`config.mk`:
```
export PLATFORM = sky130hd
export DESIGN_NAME = bitonic_seq_ctrl
export DESIGN_NICKNAME = d
export VERILOG_FILES = /design/src/rtl/bitonic_seq_ctrl.sv
export SDC_FILE = /design/constraint.sdc
export NUM_CORES = 1
export LEC_CHECK = 0
export ABC_AREA = 1
export CAP_MARGIN = 25
export CORE_ASPECT_RATIO = 0.5
export CORE_UTILIZATION = 50
export DETAILED_ROUTE_END_ITERATION = 12
export HOLD_SLACK_MARGIN = 0.08
export PLACE_DENSITY = 0.67
export SETUP_SLACK_MARGIN = 0.02
export SYNTH_ARGS = -nofsm -noshare
export SYNTH_HDL_FRONTEND = slang
export SYNTH_SLANG_ARGS = --single-unit
export TNS_END_PERCENT = 100
```
`constraint.sdc`:
```
create_clock -name clk -period 14.3 [get_ports clk]
set_input_delay 1.43 -clock clk [delete_from_list [all_inputs] [get_ports clk]]
set_output_delay 1.43 -clock clk [all_outputs]
set_load 0.05 [all_outputs]
```
`src/rtl/bitonic_seq_ctrl.sv`:
```
// bitonic_seq_ctrl
//   Block-at-a-time bitonic sorter. Loads N elements into a local buffer,
//   sorts them in place with a sequential bitonic network (one
//   compare-exchange issued per cycle, one registered stage), then streams
//   the sorted block out with a valid/ready handshake. Only one block is in
//   flight at a time.
//
// Ports
//   clk        : single clock, rising edge
//   rst        : asynchronous active-high reset
//   in_valid   : input element offered
//   in_data    : input element (unsigned)
//   in_dir     : sort direction (0 ascending, 1 descending), taken from the
//                first accepted beat of a block
//   in_ready   : block accepts an input beat this cycle
//   out_valid  : sorted element presented
//   out_data   : sorted element
//   out_last   : final element of the block
//   out_ready  : downstream accepts out_data this cycle
//   busy       : sorting or draining
//
// State | Meaning
// ------+-----------------------------------------------------------
// LOAD  | accepting N input beats into elem_q[0..N-1]
// SORT  | running bitonic passes; each pass = N/2 issues + 1 bubble
// DRAIN | presenting elem_q[rd_idx] until all N beats handshake

module bitonic_seq_ctrl #(
  parameter int DATA_WIDTH = 32,
  parameter int N          = 8
) (
  input  logic                  clk,
  input  logic                  rst,
  input  logic                  in_valid,
  input  logic [DATA_WIDTH-1:0] in_data,
  input  logic                  in_dir,
  output logic                  in_ready,
  output logic                  out_valid,
  output logic [DATA_WIDTH-1:0] out_data,
  output logic                  out_last,
  input  logic                  out_ready,
  output logic                  busy
);

  localparam int LOG2N = $clog2(N);
  localparam int KW    = $clog2(LOG2N + 1);

  localparam logic [LOG2N-1:0] LAST_IDX = LOG2N'(N - 1);
  localparam logic [LOG2N-1:0] HALF     = LOG2N'(N / 2);
  localparam logic [KW-1:0]    KL_LAST  = KW'(LOG2N);
  localparam logic [LOG2N-1:0] ONE_IDX  = LOG2N'(1);

  typedef enum logic [1:0] {
    LOAD  = 2'd0,
    SORT  = 2'd1,
    DRAIN = 2'd2
  } state_t;

  state_t state_q, state_d;

  logic [DATA_WIDTH-1:0] elem_q [N];

  logic [LOG2N-1:0] wr_idx;
  logic [LOG2N-1:0] rd_idx;
  logic             dir_q;

  // Pass sequencing: k = 2^k_log, j = 2^j_log. slot_cnt counts the issue
  // slots of the current pass down from N/2; the terminal value 0 is the
  // bubble slot that lets the last writeback land before the next pass.
  logic [LOG2N-1:0] slot_cnt;
  logic [KW-1:0]    k_log;
  logic [KW-1:0]    j_log;

  logic                  pipe_vld;
  logic [LOG2N-1:0]      pipe_i;
  logic [LOG2N-1:0]      pipe_l;
  logic [DATA_WIDTH-1:0] pipe_i_val;
  logic [DATA_WIDTH-1:0] pipe_l_val;

  logic load_beat;
  logic load_done;
  logic drain_beat;
  logic issue;
  logic pass_end;
  logic last_pass;

  logic [LOG2N-1:0]      pair_num;
  logic [LOG2N-1:0]      low_mask;
  logic [LOG2N-1:0]      issue_i;
  logic [LOG2N-1:0]      issue_l;
  logic [LOG2N-1:0]      k_bit;
  logic                  pair_asc;
  logic [DATA_WIDTH-1:0] val_i;
  logic [DATA_WIDTH-1:0] val_l;
  logic                  do_swap;

  // ---------------------------------------------------------------------
  // Handshake qualifiers and outputs
  // ---------------------------------------------------------------------
  always_comb begin
    in_ready   = (state_q == LOAD) && !rst;
    out_valid  = (state_q == DRAIN);
    out_data   = out_valid ? elem_q[rd_idx] : '0;
    out_last   = out_valid && (rd_idx == LAST_IDX);
    busy       = (state_q != LOAD);

    load_beat  = in_valid && in_ready;
    load_done  = load_beat && (wr_idx == LAST_IDX);
    drain_beat = out_valid && out_ready;

    issue      = (state_q == SORT) && (slot_cnt != '0);
    pass_end   = (state_q == SORT) && (slot_cnt == '0);
    last_pass  = (j_log == '0) && (k_log == KL_LAST);
  end

  // ---------------------------------------------------------------------
  // Pair generation: the pair_num-th index with bit j clear, ascending, is
  // pair_num with a zero inserted at bit position j_log.
  // ---------------------------------------------------------------------
  always_comb begin
    pair_num = HALF - slot_cnt;
    low_mask = ~({LOG2N{1'b1}} << j_log);
    issue_i  = ((pair_num & ~low_mask) << 1) | (pair_num & low_mask);
    issue_l  = issue_i | (ONE_IDX << j_log);
    // k_bit shifts out to zero on the final merge (k = N), so every pair of
    // that merge follows dir_q directly.
    k_bit    = ONE_IDX << k_log;
    pair_asc = ((issue_i & k_bit) == '0) ^ dir_q;

    val_i    = elem_q[issue_i];
    val_l    = elem_q[issue_l];
    do_swap  = pair_asc ? (val_l < val_i) : (val_i < val_l);
  end

  // ---------------------------------------------------------------------
  // FSM
  // ---------------------------------------------------------------------
  always_ff @(posedge clk or posedge rst) begin
    if (rst) begin
      state_q <= LOAD;
    end else begin
      state_q <= state_d;
    end
  end

  always_comb begin
    state_d = state_q;
    case (state_q)
      LOAD: begin
        if (load_done) begin
          state_d = SORT;
        end
      end
      SORT: begin
        if (pass_end && last_pass) begin
          state_d = DRAIN;
        end
      end
      DRAIN: begin
        if (drain_beat && (rd_idx == LAST_IDX)) begin
          state_d = LOAD;
        end
      end
      default: begin
        state_d = LOAD;
      end
    endcase
  end

  // ---------------------------------------------------------------------
  // Counters and control registers
  // ---------------------------------------------------------------------
  always_ff @(posedge clk or posedge rst) begin
    if (rst) begin
      wr_idx   <= '0;
      rd_idx   <= '0;
      dir_q    <= 1'b0;
      slot_cnt <= '0;
      k_log    <= '0;
      j_log    <= '0;
      pipe_vld <= 1'b0;
    end else begin
      pipe_vld <= issue;

      // Indices wrap naturally since N is a power of two, so both return
      // to 0 on the last beat of their phase.
      if (load_beat) begin
        wr_idx <= wr_idx + 1'b1;
        if (wr_idx == '0) begin
          dir_q <= in_dir;
        end
      end

      if (drain_beat) begin
        rd_idx <= rd_idx + 1'b1;
      end

      if (load_done) begin
        slot_cnt <= HALF;
        k_log    <= KW'(1);
        j_log    <= '0;
      end else if (state_q == SORT) begin
        if (slot_cnt != '0) begin
          slot_cnt <= slot_cnt - 1'b1;
        end else if (last_pass) begin
          slot_cnt <= '0;
          k_log    <= '0;
          j_log    <= '0;
        end else begin
          slot_cnt <= HALF;
          if (j_log == '0) begin
            // Next merge size: k doubles and j restarts at k/2.
            k_log <= k_log + 1'b1;
            j_log <= k_log;
          end else begin
            j_log <= j_log - 1'b1;
          end
        end
      end
    end
  end

  // ---------------------------------------------------------------------
  // Element buffer and compare-exchange stage (no reset needed). Pairs
  // within a pass are disjoint, so a writeback never collides with the
  // read issued in the same cycle.
  // ---------------------------------------------------------------------
  always_ff @(posedge clk) begin
    if (load_beat) begin
      elem_q[wr_idx] <= in_data;
    end

    if (issue) begin
      pipe_i     <= issue_i;
      pipe_l     <= issue_l;
      pipe_i_val <= do_swap ? val_l : val_i;
      pipe_l_val <= do_swap ? val_i : val_l;
    end

    if (pipe_vld) begin
      elem_q[pipe_i] <= pipe_i_val;
      elem_q[pipe_l] <= pipe_l_val;
    end
  end

endmodule

```
==> flow_summary.json, run 1 <==
{
  "clock_path_buffers": 3,
  "ys_seq_elements": 343,
  "drc": 3,
  "crit_required_ns": 14.72,
  "slew_headroom": 0.298,
  "core_area_sq_um": 48500,
  "cts-root-buf": "clkbuf_16",
  "via_count": 24900,
  "drt-vias-per-instance": 6.42,
  "tns_ns": 0,
  "h-tree-depth": 2,
  "nets": 3278,
  "wl_per_cell_um": 23.5,
  "ys.flop_type": "edfxtp_1",
  "io_pins": 73,
  "hold_path_class": "reg2reg",
  "synth-edff-count": 326,
  "die_w_um": 316,
  "syn_area_sq_um": 24600,
  "die_y_um": 159,
  "grt_pass1_vias": 22600,
  "final_hold_viol_count": 0,
  "layout_commonest_cell": "nand2_1",
  "firstDrtPassIters": 12,
  "fin_skew_ns": 0.0224,
  "cts_made_buffers": 37,
  "layout.cells.most_common_list": "814 x nand2_1, 666 x o21ai_0, 326 x edfxtp_1",
  "syn-num-nets": 3424,
  "drv_cap": 0,
  "hold_buffers": 0,
  "post_cts_resized": 0,
  "status": "finished, violations left",
  "yosys_warnings": 0,
  "critPathKind": "reg2reg",
  "clock_sinks": 343,
  "synth-async-reset-ratio": 0.0496,
  "gp_congestion": 0.885,
  "avgSynthCellArea_sq_um": 7.36,
  "fill_cells": 4553,
  "grt_use_total": 0.360,
  "overflow": 0,
  "clkTransAtPathRegs_ns": 0.06,
  "start_util": 0.507,
  "area_growth_pct": 8.48,
  "num_rows": 57,
  "post-cts-setup-buffers": 0,
  "cp-end-kind": "register",
  "min_period_ns": 6.79,
  "layout-drive-gt1-share": 0.0471,
  "dpl.hpwl_um": 50700,
  "dieArea_sq_um": 50100,
  "post-route-period-util": 0.475,
  "max_freq_mhz": 147,
  "antenna_left": 0,
  "grt_pass1_wl_um": 137000,
  "seq_area_sq_um": 10200,
  "synth_cells": 3343,
  "grt_antenna_before_repair": 2,
  "cts_tree": "built",
  "crit_fanout": 65,
  "tightest_slew_ns": 1.05,
  "ys_types": 32,
  "drt_iter0_drc": 3919,
  "finalMaxSlewViolations": 0,
  "crit_arrival_ns": 7.21,
  "worstSkewPairLatency_ns": 0.57,
  "rsz0062_at_grt": "false",
  "routed_wirelength_um": 91000,
  "grt_max_degree": 145,
  "critPathLaunchType": "register",
  "portBuffers": 72,
  "multiInputGateArea_sq_um": 12400,
  "violations": "DRC",
  "setup_viol": 0,
  "yosysSeqAreaShare": 0.415
}
-- path summary, 6_finish.rpt --
| kind | start | end | slack (ns) | depth (start not counted) |
|---|---|---|---|---|
| setup / recovery | slot_cnt[1] | pipe_l_val[2] | 7.51 | 24 |
| min in group asynchronous | rst | wr_idx[0] | 1.32 | 2 |
| setup reg to reg | slot_cnt[1] | pipe_l_val[2] | 7.51 | 24 |
| hold reg to reg | slot_cnt[2] | slot_cnt[2] | 0.60 | 2 |
| hold / removal | slot_cnt[2] | slot_cnt[2] | 0.60 | 2 |
| max in group asynchronous | rst | rd_idx[0] | 12.45 | 2 |
-- state kept, by name (all words and copies together), names as in the netlist, 2 cells and up --
signal	count
pipe_i	3
k_log	2
j_log	2
elem_q	256
pipe_i_val	32
rd_idx	3
pipe_l	3
pipe_l_val	32
slot_cnt	3
wr_idx	3
state_q	2
-- logic make-up after synthesis --
| group | Yosys count | synth area share |
|---|---|---|
| AO/OA/AOI/OAI | 1243 | 0.291 |
| AND/OR/NAND/NOR | 1131 | 0.179 |
| buffers and inverters | 579 | 0.0911 |
| flip-flops | 343 | 0.415 |
| adder cells (fa/ha/maj) | 44 | 0.0224 |
| XOR/XNOR | 2 | 0.000713 |
| multiplexers | 1 | 0.000458 |
-- layout make-up --
cell class | count | share of cell area
antenna | 1 | 0.0000938
timing repair buffer | 120 | 0.0405
multi-input combinational | 2421 | 0.464
clock buffer | 52 | 0.0388
sequential | 343 | 0.383
tap | 649 | 0.0304
clock inverter | 15 | 0.00450
inverter | 274 | 0.0386
-- per-layer routing --
layer  global-route usage  share of wire  vias to the layer above
li1                     -              -                    11400
met1                0.512           0.40                    11500
met2                0.534           0.42                     1758
met3               0.0735           0.14                      274
met4                0.143          0.039                        2
met5                    0        0.00014                        -
-- through the flow --
step | hold WS [ns] | area (sq um) | std cells | utilization | setup slack [ns]
5_1_grt | 0.632 | 26700 | 3875 | 0.550 | 7.17
6_report | 0.597 | 26700 | 3875 | 0.550 | 7.51
4_1_cts | 0.594 | 26700 | 3874 | 0.550 | 7.68
2_1_floorplan | 0.530 | 24600 | 3343 | - | 9.63
3_3_place_gp | 0.584 | 25500 | 3807 | 0.526 | 7.94
3_5_place_dp | 0.582 | 25500 | 3807 | 0.526 | 7.71
-- worst max-delay path: stages (launching register included) --
cell     delay [ns]
dfrtp_1        0.35
inv_1          0.06
ha_1           0.23
ha_1           0.34
o21ai_4        0.84
buf_4          0.59
a21oi_2        0.15
inv_2          0.30
buf_4          0.52
nor2_1         0.10
o21ai_1        0.09
nand2_1        0.09
ha_1           0.31
a21oi_1        0.14
nor2_1         0.05
nor2_1         0.10
nand2_1        0.09
nand2_1        0.06
nand2_1        0.11
nand2_1        0.15
nand3_4        0.65
nand2_2        0.32
buf_4          0.66
nand2_1        0.13
nand2_1        0.10
-- cells in the mapped netlist (3+ instances only) --
cell type	number	area share
o221ai_1	17	0.0061
dfrtp_1	17	0.017
o22ai_1	15	0.0038
buf_2	51	0.010
o21ai_1	40	0.0081
nand3_1	101	0.021
o211ai_1	311	0.095
ha_1	44	0.022
nand4_1	4	0.0010
inv_1	257	0.039
a31oi_1	37	0.0094
buf_1	27	0.0041
a21oi_1	151	0.031
clkbuf_1	226	0.035
nand2_1	827	0.13
o21ai_0	666	0.14
inv_2	16	0.0024
nand2_2	3	0.00076
edfxtp_1	326	0.40
nor2_1	192	0.029
Power of run 1 is left out: the tool's default activity adds up to more than one toggle a clock period on the data nets, which glitch-free logic cannot reach.
==> run 2: changes to the inputs <==
--- a/config.mk
+++ b/config.mk
@@ -11,7 +11,7 @@
 export CORE_UTILIZATION = 50
 export DETAILED_ROUTE_END_ITERATION = 12
 export HOLD_SLACK_MARGIN = 0.08
-export PLACE_DENSITY = 0.67
+export PLACE_DENSITY = 0.69
 export SETUP_SLACK_MARGIN = 0.02
 export SYNTH_ARGS = -nofsm -noshare
 export SYNTH_HDL_FRONTEND = slang
==> constraint.sdc (replaced) <==
create_clock -name clk -period 6.05 [get_ports clk]
set_input_delay 0.605 -clock clk [delete_from_list [all_inputs] [get_ports clk]]
set_output_delay 0.605 -clock clk [all_outputs]
set_load 0.05 [all_outputs]
==> run 2 against run 1 <==
Against the previous run: the run now ends clean; cell area up 0.60%; count of clock-buffer cells in the layout fell by 6; global-route usage decreased by 1.1 points; critical path depth decreased by 1; via count about the same; clock skew down 0.0070 ns; fmax is 27% higher; routed wire length is 2.8% lower; utilization grew 0.33 points; critical endpoint unchanged.
==> flow_summary.json, run 2 (same netlist as run 1, synthesis figures left out) <==
{
  "setup_viol": 0,
  "crit_required_ns": 6.46,
  "clock_path_buffers": 3,
  "portBuffers": 72,
  "cp-end-kind": "register",
  "die_y_um": 159,
  "n_antenna_cell": 0,
  "max_freq_mhz": 187,
  "drc": 0,
  "core_area_sq_um": 48500,
  "finalMaxSlewViolations": 0,
  "reg2reg_from": "slot_cnt[1]",
  "drt_iter0_drc": 3563,
  "largestRegisters": "elem_q (256), pipe_i_val (32), pipe_l_val (32)",
  "overflow": 0,
  "area_growth_pct": 9.13,
  "grt_use_total": 0.349,
  "cpPeakStageDelay_ns": 0.59,
  "hold_buffers": 0,
  "grt_pass1_wl_um": 134000,
  "tns_ns": 0,
  "critPathLaunchType": "register",
  "dieArea_sq_um": 50100,
  "antenna_left": 0,
  "gp_congestion": 0.885,
  "nets": 3291,
  "largest_reg_flops": 256,
  "hold_path_class": "in2async",
  "h-tree-depth": 2,
  "num_rows": 57,
  "post-cts-setup-buffers": 0,
  "via_count": 24900,
  "r2r_end": "pipe_l_val[2]",
  "crit_buf_inv": 5,
  "critPathKind": "reg2reg",
  "die_w_um": 316,
  "clkTransAtPathRegs_ns": 0.06,
  "firstDrtPassIters": 9,
  "routed_wirelength_um": 88400,
  "worstSkewPairLatency_ns": 0.55,
  "wl_per_cell_um": 22.8,
  "cpMostUsedCell": "nand2_1",
  "post-route-period-util": 0.882,
  "slowest_stage": "buf_4",
  "post_cts_resized": 0,
  "rsz0062_at_grt": "false",
  "status": "completed",
  "crit_fanout": 58,
  "layout.cells.most_common_list": "814 x nand2_1, 666 x o21ai_0, 326 x edfxtp_1",
  "tightest_slew_ns": 0.996,
  "clock_sinks": 343,
  "min_period_ns": 5.34,
  "layout_commonest_cell": "nand2_1",
  "cts-root-buf": "clkbuf_16",
  "post-place-ws_ns": 0.896,
  "cts_tree": "built",
  "r2r_cells": 23,
  "layout-drive-gt1-share": 0.0507,
  "fin_ws_ns": 0.712,
  "slew_headroom": 0.336,
  "dpl.hpwl_um": 50400,
  "cts_made_buffers": 36,
  "grt_antenna_before_repair": 0,
  "drt-vias-per-instance": 6.41,
  "grt_pass1_vias": 23000,
  "r2r_setup_slack_ns": 0.71,
  "top_register": "elem_q",
  "fin_skew_ns": 0.0154,
  "cp_top_family": "simple AND/OR/NAND/NOR gates",
  "final_hold_viol_count": 0,
  "path_cells": "inv_1, ha_1, ha_1, o21ai_4, buf_4, inv_1, buf_4, o21ai_0, a21oi_1, o21ai_0, nand2_1, ha_1, nand2_1, nor2_1, nand4_1, nor3_1, nand2_1, nand2_1, nand2_2, nand2_2, buf_4, nand2_1, nand2_1",
  "grt_max_degree": 211,
  "drv_cap": 0,
  "start_util": 0.507,
  "io_pins": 73,
  "crit_arrival_ns": 5.75
}
[run 2: changes by cell type in the layout (fill, tap and decap cells not counted), moves of 2 or more]
cell	delta
buf_12	+9
clkinv_2	+2
clkbuf_16	-2
buf_4	+5
clkbuf_1	-3
[run 2: stage by stage]
stage / util / instances / cell area [sq um] / hold WS (ns)
after detailed placement: 0.530 / 3821 / 25700 / 0.575
after CTS: 0.553 / 3884 / 26800 / 0.502
after global routing: 0.553 / 3884 / 26800 / 0.586
final: 0.553 / 3884 / 26800 / 0.493
after global placement: 0.530 / 3819 / 25700 / 0.562
after floorplan: - / 3343 / 24600 / 0.530
[run 2: area by class of cell]
| type | count | area [sq um] |
|---|---|---|
| clock buffer | 46 | 960 |
| clock inverter | 17 | 148 |
| fill | 4441 | 21700 |
| inverter | 274 | 1030 |
| multi-input combinational | 2421 | 12400 |
| sequential | 343 | 10200 |
| tap | 649 | 812 |
| timing repair buffer | 134 | 1300 |
[run 2: routing by layer]
layer  share of wire  up-vias  global-route usage
li1                -    11400                   -
met1            0.40    11400               0.484
met2            0.42     1735               0.528
met3            0.13      322              0.0643
met4           0.051        0               0.159
met5               0        -                   0
[run 2: worst max-delay path by stage]
stage,from,slack (ns),end,cells past startpoint
after detailed placement,slot_cnt[1],0.90,pipe_l_val[2],23
final,slot_cnt[1],0.71,pipe_l_val[2],23
after floorplan,slot_cnt[0],1.40,pipe_i[0],5
after global routing,slot_cnt[1],0.34,pipe_l_val[2],23
after CTS,slot_cnt[1],0.87,pipe_l_val[2],23
after global placement,slot_cnt[1],1.10,pipe_i_val[6],23
Power of run 2 is left out for the same reason.
